File: config.mk
export PLATFORM = sky130hd
export DESIGN_NAME = mem_sort_engine
export DESIGN_NICKNAME = d
export VERILOG_FILES = /design/src/rtl/mem_sort_pkg.sv /design/src/rtl/sort_index_ctr.sv /design/src/rtl/mem_sort_engine.sv
export SDC_FILE = /design/constraint.sdc
export NUM_CORES = 1
export LEC_CHECK = 0
export ABC_CLOCK_PERIOD_IN_PS = 12400
export CORE_MARGIN = 4
export CORE_UTILIZATION = 55
export CTS_CLUSTER_DIAMETER = 50
export CTS_CLUSTER_SIZE = 24
export DETAILED_ROUTE_END_ITERATION = 8
export GPL_ROUTABILITY_DRIVEN = 0
export PLACE_DENSITY = 0.9
export SLEW_MARGIN = 30
export SYNTH_ARGS = -nofsm -noshare
export SYNTH_HDL_FRONTEND = slang
export SYNTH_SLANG_ARGS = --single-unit
File: constraint.sdc
create_clock -name clk -period 12.4 [get_ports clk]
set_clock_uncertainty 0.15 [all_clocks]
set_input_delay 1.86 -clock clk [delete_from_list [all_inputs] [get_ports clk]]
set_output_delay 1.86 -clock clk [all_outputs]
set_load 0.02 [all_outputs]
File: src/rtl/mem_sort_pkg.sv
// Shared types and helpers for the in-place memory bubble-sort engine.
// Build option: SORT_EARLY_EXIT_EN (consumed by mem_sort_engine).
package mem_sort_pkg;
  localparam int SWAP_CNT_W = 16;
  // Element indices up to 1023 need 10 bits; one spare keeps j+1 unambiguous.
  localparam int IDX_W = 11;

  typedef enum logic [2:0] {
    IDLE,
    RD_A,
    RD_B,
    WR_A,
    WR_B,
    DONE
  } state_t;

  function automatic logic [63:0] addr_of(input logic [63:0] base,
                                          input logic [63:0] stride,
                                          input logic [IDX_W-1:0] idx);
    return base + 64'(idx) * stride;
  endfunction
endpackage

File: src/rtl/sort_index_ctr.sv
// Pass (i) and compare (j) counters for the bubble sort, with the
// last-compare-of-pass and last-pass flags used by the advance decision.
module sort_index_ctr
  import mem_sort_pkg::*;
#(
  parameter int N_ELEMS = 10
) (
  input  logic             clk,
  input  logic             reset_n,
  input  logic             i_clear,
  input  logic             i_advance,
  output logic [IDX_W-1:0] o_j,
  output logic             o_last_cmp,
  output logic             o_last_pass
);
  localparam int LAST = (N_ELEMS >= 2) ? N_ELEMS - 2 : 0;
  localparam logic [IDX_W-1:0] LAST_IDX = IDX_W'(LAST);

  logic [IDX_W-1:0] r_i;
  logic [IDX_W-1:0] r_j;

  always_ff @(posedge clk or negedge reset_n) begin
    if (!reset_n) begin
      r_i <= '0;
      r_j <= '0;
    end else if (i_clear) begin
      r_i <= '0;
      r_j <= '0;
    end else if (i_advance) begin
      if (!o_last_cmp) begin
        r_j <= r_j + IDX_W'(1);
      end else if (!o_last_pass) begin
        r_i <= r_i + IDX_W'(1);
        r_j <= '0;
      end
    end
  end

  assign o_j         = r_j;
  assign o_last_cmp  = (r_j == LAST_IDX - r_i);
  assign o_last_pass = (r_i == LAST_IDX);
endmodule

File: src/rtl/mem_sort_engine.sv
// In-place ascending bubble sort over a strided block of datamemory words.
// Build option: define SORT_EARLY_EXIT_EN to stop after a pass with no swaps.
module mem_sort_engine
  import mem_sort_pkg::*;
#(
  parameter int          DATA_W    = 64,
  parameter int          ADDR_W    = 64,
  parameter int          N_ELEMS   = 10,
  parameter logic [63:0] BASE_ADDR = 64'd0,
  parameter logic [63:0] STRIDE    = 64'd8
) (
  input  logic                  clk,
  input  logic                  reset_n,
  input  logic                  start,
  output logic                  busy,
  output logic                  done,
  output logic [SWAP_CNT_W-1:0] swap_count,
  output logic [ADDR_W-1:0]     address,
  output logic                  memoryread,
  output logic                  memorywrite,
  output logic [DATA_W-1:0]     write_data,
  input  logic [DATA_W-1:0]     read_data
);
  localparam bit SHORT = (N_ELEMS < 2);

  state_t                  r_state;
  state_t                  w_next;
  logic [DATA_W-1:0]       r_a;
  logic [DATA_W-1:0]       r_b;
  logic [SWAP_CNT_W-1:0]   r_swap_count;
  logic [IDX_W-1:0]        w_j;
  logic [IDX_W-1:0]        w_j1;
  logic                    w_last_cmp;
  logic                    w_last_pass;
  logic                    w_adv;
  logic                    w_start_ok;
  logic                    w_gt;
  logic                    w_early;
  logic                    w_stop;

  function automatic logic [SWAP_CNT_W-1:0] sat_inc(input logic [SWAP_CNT_W-1:0] v);
    return (&v) ? v : v + SWAP_CNT_W'(1);
  endfunction

  sort_index_ctr #(.N_ELEMS(N_ELEMS)) u_ctr (
    .clk        (clk),
    .reset_n    (reset_n),
    .i_clear    (w_start_ok),
    .i_advance  (w_adv),
    .o_j        (w_j),
    .o_last_cmp (w_last_cmp),
    .o_last_pass(w_last_pass)
  );

  assign w_j1 = w_j + IDX_W'(1);
  assign w_gt = (r_a > read_data);

`ifdef SORT_EARLY_EXIT_EN
  logic r_swapped;

  // A WR_B in the deciding cycle counts as a swap in the pass being closed.
  assign w_early = w_last_cmp && !(r_swapped || (r_state == WR_B));

  always_ff @(posedge clk or negedge reset_n) begin
    if (!reset_n) begin
      r_swapped <= 1'b0;
    end else if (w_start_ok || (w_adv && w_last_cmp)) begin
      r_swapped <= 1'b0;
    end else if (r_state == WR_B) begin
      r_swapped <= 1'b1;
    end
  end
`else
  assign w_early = 1'b0;
`endif

  assign w_stop = (w_last_cmp && w_last_pass) || w_early;

  always_ff @(posedge clk or negedge reset_n) begin
    if (!reset_n) begin
      r_state      <= IDLE;
      r_swap_count <= '0;
    end else begin
      r_state <= w_next;
      if (w_start_ok) begin
        r_swap_count <= '0;
      end else if (r_state == WR_B) begin
        r_swap_count <= sat_inc(r_swap_count);
      end
    end
  end

  // Operand registers carry data only; the FSM decides when they matter.
  always_ff @(posedge clk) begin
    if (r_state == RD_A) r_a <= read_data;
    if (r_state == RD_B) r_b <= read_data;
  end

  always_comb begin
    w_next      = r_state;
    busy        = 1'b0;
    done        = 1'b0;
    memoryread  = 1'b0;
    memorywrite = 1'b0;
    address     = '0;
    write_data  = '0;
    w_adv       = 1'b0;
    w_start_ok  = 1'b0;
    case (r_state)
      IDLE: begin
        if (start) begin
          w_start_ok = 1'b1;
          w_next     = SHORT ? DONE : RD_A;
        end
      end
      RD_A: begin
        busy       = 1'b1;
        memoryread = 1'b1;
        address    = ADDR_W'(addr_of(BASE_ADDR, STRIDE, w_j));
        w_next     = RD_B;
      end
      RD_B: begin
        busy       = 1'b1;
        memoryread = 1'b1;
        address    = ADDR_W'(addr_of(BASE_ADDR, STRIDE, w_j1));
        if (w_gt) begin
          w_next = WR_A;
        end else begin
          w_adv  = 1'b1;
          w_next = w_stop ? DONE : RD_A;
        end
      end
      WR_A: begin
        busy        = 1'b1;
        memorywrite = 1'b1;
        address     = ADDR_W'(addr_of(BASE_ADDR, STRIDE, w_j));
        write_data  = r_b;
        w_next      = WR_B;
      end
      WR_B: begin
        busy        = 1'b1;
        memorywrite = 1'b1;
        address     = ADDR_W'(addr_of(BASE_ADDR, STRIDE, w_j1));
        write_data  = r_a;
        w_adv       = 1'b1;
        w_next      = w_stop ? DONE : RD_A;
      end
      DONE: begin
        done   = 1'b1;
        w_next = IDLE;
      end
      default: w_next = IDLE;
    endcase
  end

  assign swap_count = r_swap_count;
endmodule

# --- Word-level counts from Yosys, hierarchy flattened ---
# Cells that the tools add are included.
word_totals:
  regBits: 169
  latchBits: 0
  mem_bits_rw: 0
  rom_bits: 0
  in_bits: 67
  memories: 0
classes:
  n_addsub: 4
  mul: 0
  n_div: 0
  n_lt_le_gt_ge: 1
  eq_ne: 11
  shifts: 0
  mux: 25
  bitwise_logic: 0
  reduce_logical: 14
op_table:
  columns: ["operator", "count"]
  rows:
  - ["case mux 64 bit (2 select lines)", 1]
  - ["2-to-1 mux 11 bit", 8]
  - ["> comparator 64 bit", 1]
  - ["2-to-1 mux 16 bit", 3]
  - ["case mux 14 bit (2 select lines)", 1]
  - ["adder 11 x 1 -> 11 bit, second input constant", 2]
  - ["adder 16 x 1 -> 16 bit, second input constant", 1]
  - ["AND reduction 16 bit", 1]
  - ["case mux 3 bit (5 select lines)", 1]
  - ["== test 11 bit", 1]
  - ["== test 11 x 4 -> 1 bit, second input constant", 1]
  - ["subtractor 4 x 11 -> 11 bit, first input constant", 1]
  - ["2-to-1 mux 3 bit", 3]
  - ["OR reduction 2 bit", 4]
  - ["2-to-1 mux 1 bit", 7]
  - ["== test 3 x 2 -> 1 bit, second input constant", 2]
  - ["== test 3 bit, second input constant", 2]
  - ["nonzero test 2 bit", 3]
  - ["!= test 2 x 1 -> 1 bit, second input constant", 2]
  - ["AND reduction 2 bit", 2]
  - ["OR reduction 4 bit", 1]
  - ["== test 3 x 1 -> 1 bit, second input constant", 1]
  - ["zero test 3 bit", 1]
  - ["!= test 3 x 2 -> 1 bit, second input constant", 1]
  - ["4 further kinds", 4]

# --- Logic depth before layout (Yosys ltp) ---
depth:
  word_depth: 6
  depth_mapped: 12
  mapped_depth_nobuf: 11

# --- Hierarchy ---
# From an unflattened synthesis, not the netlist that was laid out.
hier_totals:
  hier_cells: 894
  hier_area_um2: 9746.8
by_module_without_submodules:
  columns: ["module", "instances", "cells_each", "area_per_inst_um2"]
  rows:
  - ["mem_sort_engine", 1, 660, 7792.5]
  - ["sort_index_ctr", 1, 234, 1954.4]

# --- Worst setup path before layout ---
# Ideal clock, no wire load.
synth_path:
  path_kind: "register to output"
  from: "register r_state[2]"
  to: "output address[10]"
  t_arrival_ns: 2.996
  t_required_ns: 10.390
  setup_slack_ns: 7.394
  path_stages_with_launch: 7
  n_path_buf: 1
  path_cell_list: "dfrtp_1 -> nor2b_1 -> nand2b_1 -> inv_1 -> nor2_1 -> clkbuf_1 -> o31ai_1"
synth_via:
  elab_chain_cells: 3
  elab_cells_between_ends: 7
synth_lines:
  columns: ["item", "line", "text"]
  rows:
  - ["start: declaration", "mem_sort_engine.sv:26", "state_t r_state;"]
  - ["start signal: assignment", "mem_sort_engine.sv:84", "r_state <= w_next;"]
  - ["== test 3 bit, or another cell as far along", "mem_sort_engine.sv:109", "case (r_state)"]
  - ["OR reduction 2 bit (no line)", null, null]
  - ["case mux 14 bit (2 select lines) *", "mem_sort_engine.sv:109", null]
  - ["end: declaration", "mem_sort_engine.sv:18", "output logic [ADDR_W-1:0] address,"]
# Every way passes the cells marked *; elsewhere a longest branch is shown, timed or not.

# --- Worst setup path after layout ---
layout_path:
  from: "input read_data[60]"
  to: "register u_ctr.r_j[1] (netlist: u_ctr.o_j[1])"
layout_via:
  elab_chain_cells: 5
layout_lines:
  columns: ["item", "line", "text"]
  rows:
  - ["start: declaration", "mem_sort_engine.sv:22", "input logic [DATA_W-1:0] read_data"]
  - ["> comparator 64 bit", "mem_sort_engine.sv:56", "assign w_gt = (r_a > read_data);"]
  - ["2-to-1 mux 1 bit", "mem_sort_engine.sv:126", "if (w_gt) begin"]
  - ["case mux 1 bit (2 select lines)", "mem_sort_engine.sv:109", null]
  - ["nonzero test 2 bit (no line)", null, null]
  - ["AND reduction 2 bit (no line)", null, null]
  - ["end signal: assignment", "sort_index_ctr.sv:31", "r_j <= r_j + IDX_W'(1);"]
  - ["end: declaration", "sort_index_ctr.sv:20", "logic [IDX_W-1:0] r_j;"]
# Every way passes these cells.
# A chain may end at the register's enable or synchronous reset.

==> flow_summary.yaml <==
outcome:
  outcome: "finished, final reports clean"
global_routing:
  grt_pass1_wl_mm: 34.59
  grt_use_total_pct: 23.49
  grt_pass1_vias: 6887
  grt-ovfl-total: 0
  grt_max_degree: 66
  antenna_found_initial: 0
clocking:
  clockRootBuffer: "clkbuf_16"
  cts_inserted_buffers: 17
  cts-resized-gates: 0
  cts_setup_buffers: 0
  cts_tree: "built"
  postCtsHoldBufs: 0
  clock_latency_ps: 420
  cts.sinks: 169
  clk_pin_slew_worst_paths_ps: 70
  cts_htree_levels: 4
  clockBufferDepth: 2
setup_path:
  end_kind: "flop"
  slowest_delay_ps: 710
  cp_cell_sequence: "clkdlybuf4s50_1 > inv_1 > ha_1 > nand4_1 > nor4_1 > nand4_1 > o22ai_1 > o211ai_1 > nor2_1 > or2_2 > o21ai_0"
  path_buf_inv: 2
  cp.required_ps: 12550
  cp_top_family: "simple AND/OR/NAND/NOR gates"
  worstPathArrival_ps: 5440
  critical_path.max_fanout: 14
  path_class: "primary input to flop"
  cp_common_cell: "nand4_1"
  crit_path_start_kind: "primary input"
  worst_path_max_delay_cell: "nor2_1"
finish:
  fin_nets: 1126
  multi_input_area_sq_um: 3786
  final_common_cell: "clkdlybuf4s50_1"
  layout.cells.non_filler: 1224
  area_growth_pct: 22.83
  drive_gt1_share_pct: 5.080
  regArea_sq_um: 4870
  final_cell_mix: "clkdlybuf4s50_1, edfxtp_1, inv_1"
  final_core_util_pct: 68.84
  num_antenna_cells: 0
  n_fill_cell: 1180
drt:
  wl_met2_mm: 10.99
  antenna_left: 0
  drt_wl_total_mm: 22.11
  vias: 7034
  vias_per_cell: 5.747
  wl_per_cell_um: 18.06
  drt-initial-drc-count: 504
  top_layer: "met4"
  met3_length_mm: 1.813
  drt-met1-wl_mm: 8.734
  drt_first_pass_iters: 5
  drc: 0
pwr:
  power_leakage_uw: 0.004625
  power_density_nw_per_um2: 190.6
  power_uw: 2176
  ir_drop_uv: 120.6
synthesis:
  ys_async_sr_fraction_pct: 24.26
  synth_flop_cell: "edfxtp_1"
  syn-mean-instance-area_sq_um: 11.00
  synthCells: 845
  ys_seq_elements: 169
  seq_area_frac_synth_pct: 52.40
  synth_top_area_cell: "edfxtp_1"
  synth_cell_types: 56
  synth_area_sq_um: 9294
  ys_warn_count: 0
  synth_top_area_share_pct: 41.36
  synth_area_leaders: "edfxtp_1, dfrtp_1, ha_1, a22o_1, buf_4"
  synth_enable_flop_cells: 128
hold_path:
  min_path_type: "flop to flop"
die:
  rows: 47
  start_util_pct: 56.04
  die-area_sq_um: 19040
  die_w_um: 138.0
  die_h_um: 138.0
  core_sq_um: 16580
  ioPinCount: 215
sta:
  finalSetupViolations: 0
  hold_viol_final: 0
  fin_hold_ws_ps: 420.3
  rsz0062_at_grt: "no"
  tightest_slew_ps: 926.7
  max_freq_mhz: 189.0
  max-slew-margin-rel_pct: 38.22
  slew_violations: 0
  post-route-period-util_pct: 42.66
  setup_tns_ps: 0
  post-route-min-period_ps: 5290
job:
  cap_violations: 0
place:
  dp_hpwl_mm: 15.36
  placed_cells: 1192
  io_buffers: 161
## state kept, by name, summed over array words and instances (netlist names)
| signal | flops |
|---|---|
| r_a | 64 |
| u_ctr.o_j | 11 |
| swap_count | 16 |
| r_state | 3 |
| r_b | 64 |
| u_ctr.r_i | 11 |
## worst register-to-register path, delay by kind of cell, from the launching register on
| kind | cells | cell delay [ps] |
|---|---|---|
| adders and majority gates | 1 | 220 |
| xor gates and xnor gates | 1 | 160 |
| AOI/OAI and AO/OA | 3 | 940 |
| DFF | 1 | 430 |
| buffers and inverters | 1 | 140 |
| and+or+nand+nor | 5 | 1810 |
## logic make-up (layout without fill, tap and decap cells)
kind of cell / Yosys count / after routing / share of synthesized area, %
AO/OA/AOI/OAI: 196 / 196 / 14.81
multiplexers: 5 / 5 / 0.5520
flip-flops: 169 / 169 / 52.40
adder cells (fa/ha/maj): 68 / 68 / 9.155
buffers and inverters: 168 / 275 / 9.114
AND/OR/NAND/NOR: 210 / 210 / 11.30
XOR/XNOR: 28 / 28 / 2.639
other: 1 / 53 / 0.04035
## path summary, 6_finish.rpt
path / from / end / slack, ps / cells past startpoint
max in group asynchronous: reset_n / u_ctr.r_i[0] / 10460 / 1
hold reg to reg: u_ctr.o_j[10] / u_ctr.o_j[10] / 420 / 1
setup reg to reg: u_ctr.r_i[0] / u_ctr.r_i[10] / 8480 / 11
hold / removal: u_ctr.o_j[10] / u_ctr.o_j[10] / 420 / 1
setup / recovery: read_data[60] / u_ctr.o_j[1] / 7110 / 11
min in group asynchronous: reset_n / u_ctr.o_j[6] / 1260 / 1
## report_power, final
| part | internal (uW) | total, uW | switching [uW] |
|---|---|---|---|
| logic | 314 | 819 | 505 |
| clock network | 262 | 491 | 229 |
| registers | 787 | 867 | 79.3 |
| total | 1360 | 2180 | 814 |
## synthesized netlist by cell type (3+ instances only)
cell type,count
ha_1,68
o21ai_0,40
nor2_1,47
inv_1,76
nand4_1,21
nand2_1,48
nand2b_1,5
o211ai_1,7
dfrtp_1,41
nor4_1,10
nand3_1,31
buf_1,10
o22ai_1,4
buf_4,53
nor3_1,10
o31ai_1,17
o31a_1,6
o21a_1,4
a21o_1,3
and3_1,14
a22o_1,63
xnor2_1,13
mux2i_1,4
xor2_1,15
a21oi_1,35
clkbuf_1,25
or2_2,5
or3_1,5
edfxtp_1,128
or4_1,4
## layer usage
metal / global-route usage (%) / vias to the layer above
met5: 0 / -
met4: 8.342 / 0
met3: 5.225 / 43
met2: 40.46 / 329
met1: 29.23 / 3367
li1: - / 3295
## through the flow
stage,setup slack [ps],area [sq um]
final,7110,11420
after global routing,6700,11420
after CTS,7059,11410
after detailed placement,6654,10870
after global placement,6796,10870
after floorplan,7394,9489
## cell type report
cell class	count	share of cell area [%]
inverter	76	2.499
clock buffer	18	3.759
sequential	169	42.66
timing repair buffer	167	14.49
tap	220	2.411
multi-input combinational	560	33.17
clock inverter	14	1.019
Note: power is estimated with default switching activity, not from simulation.
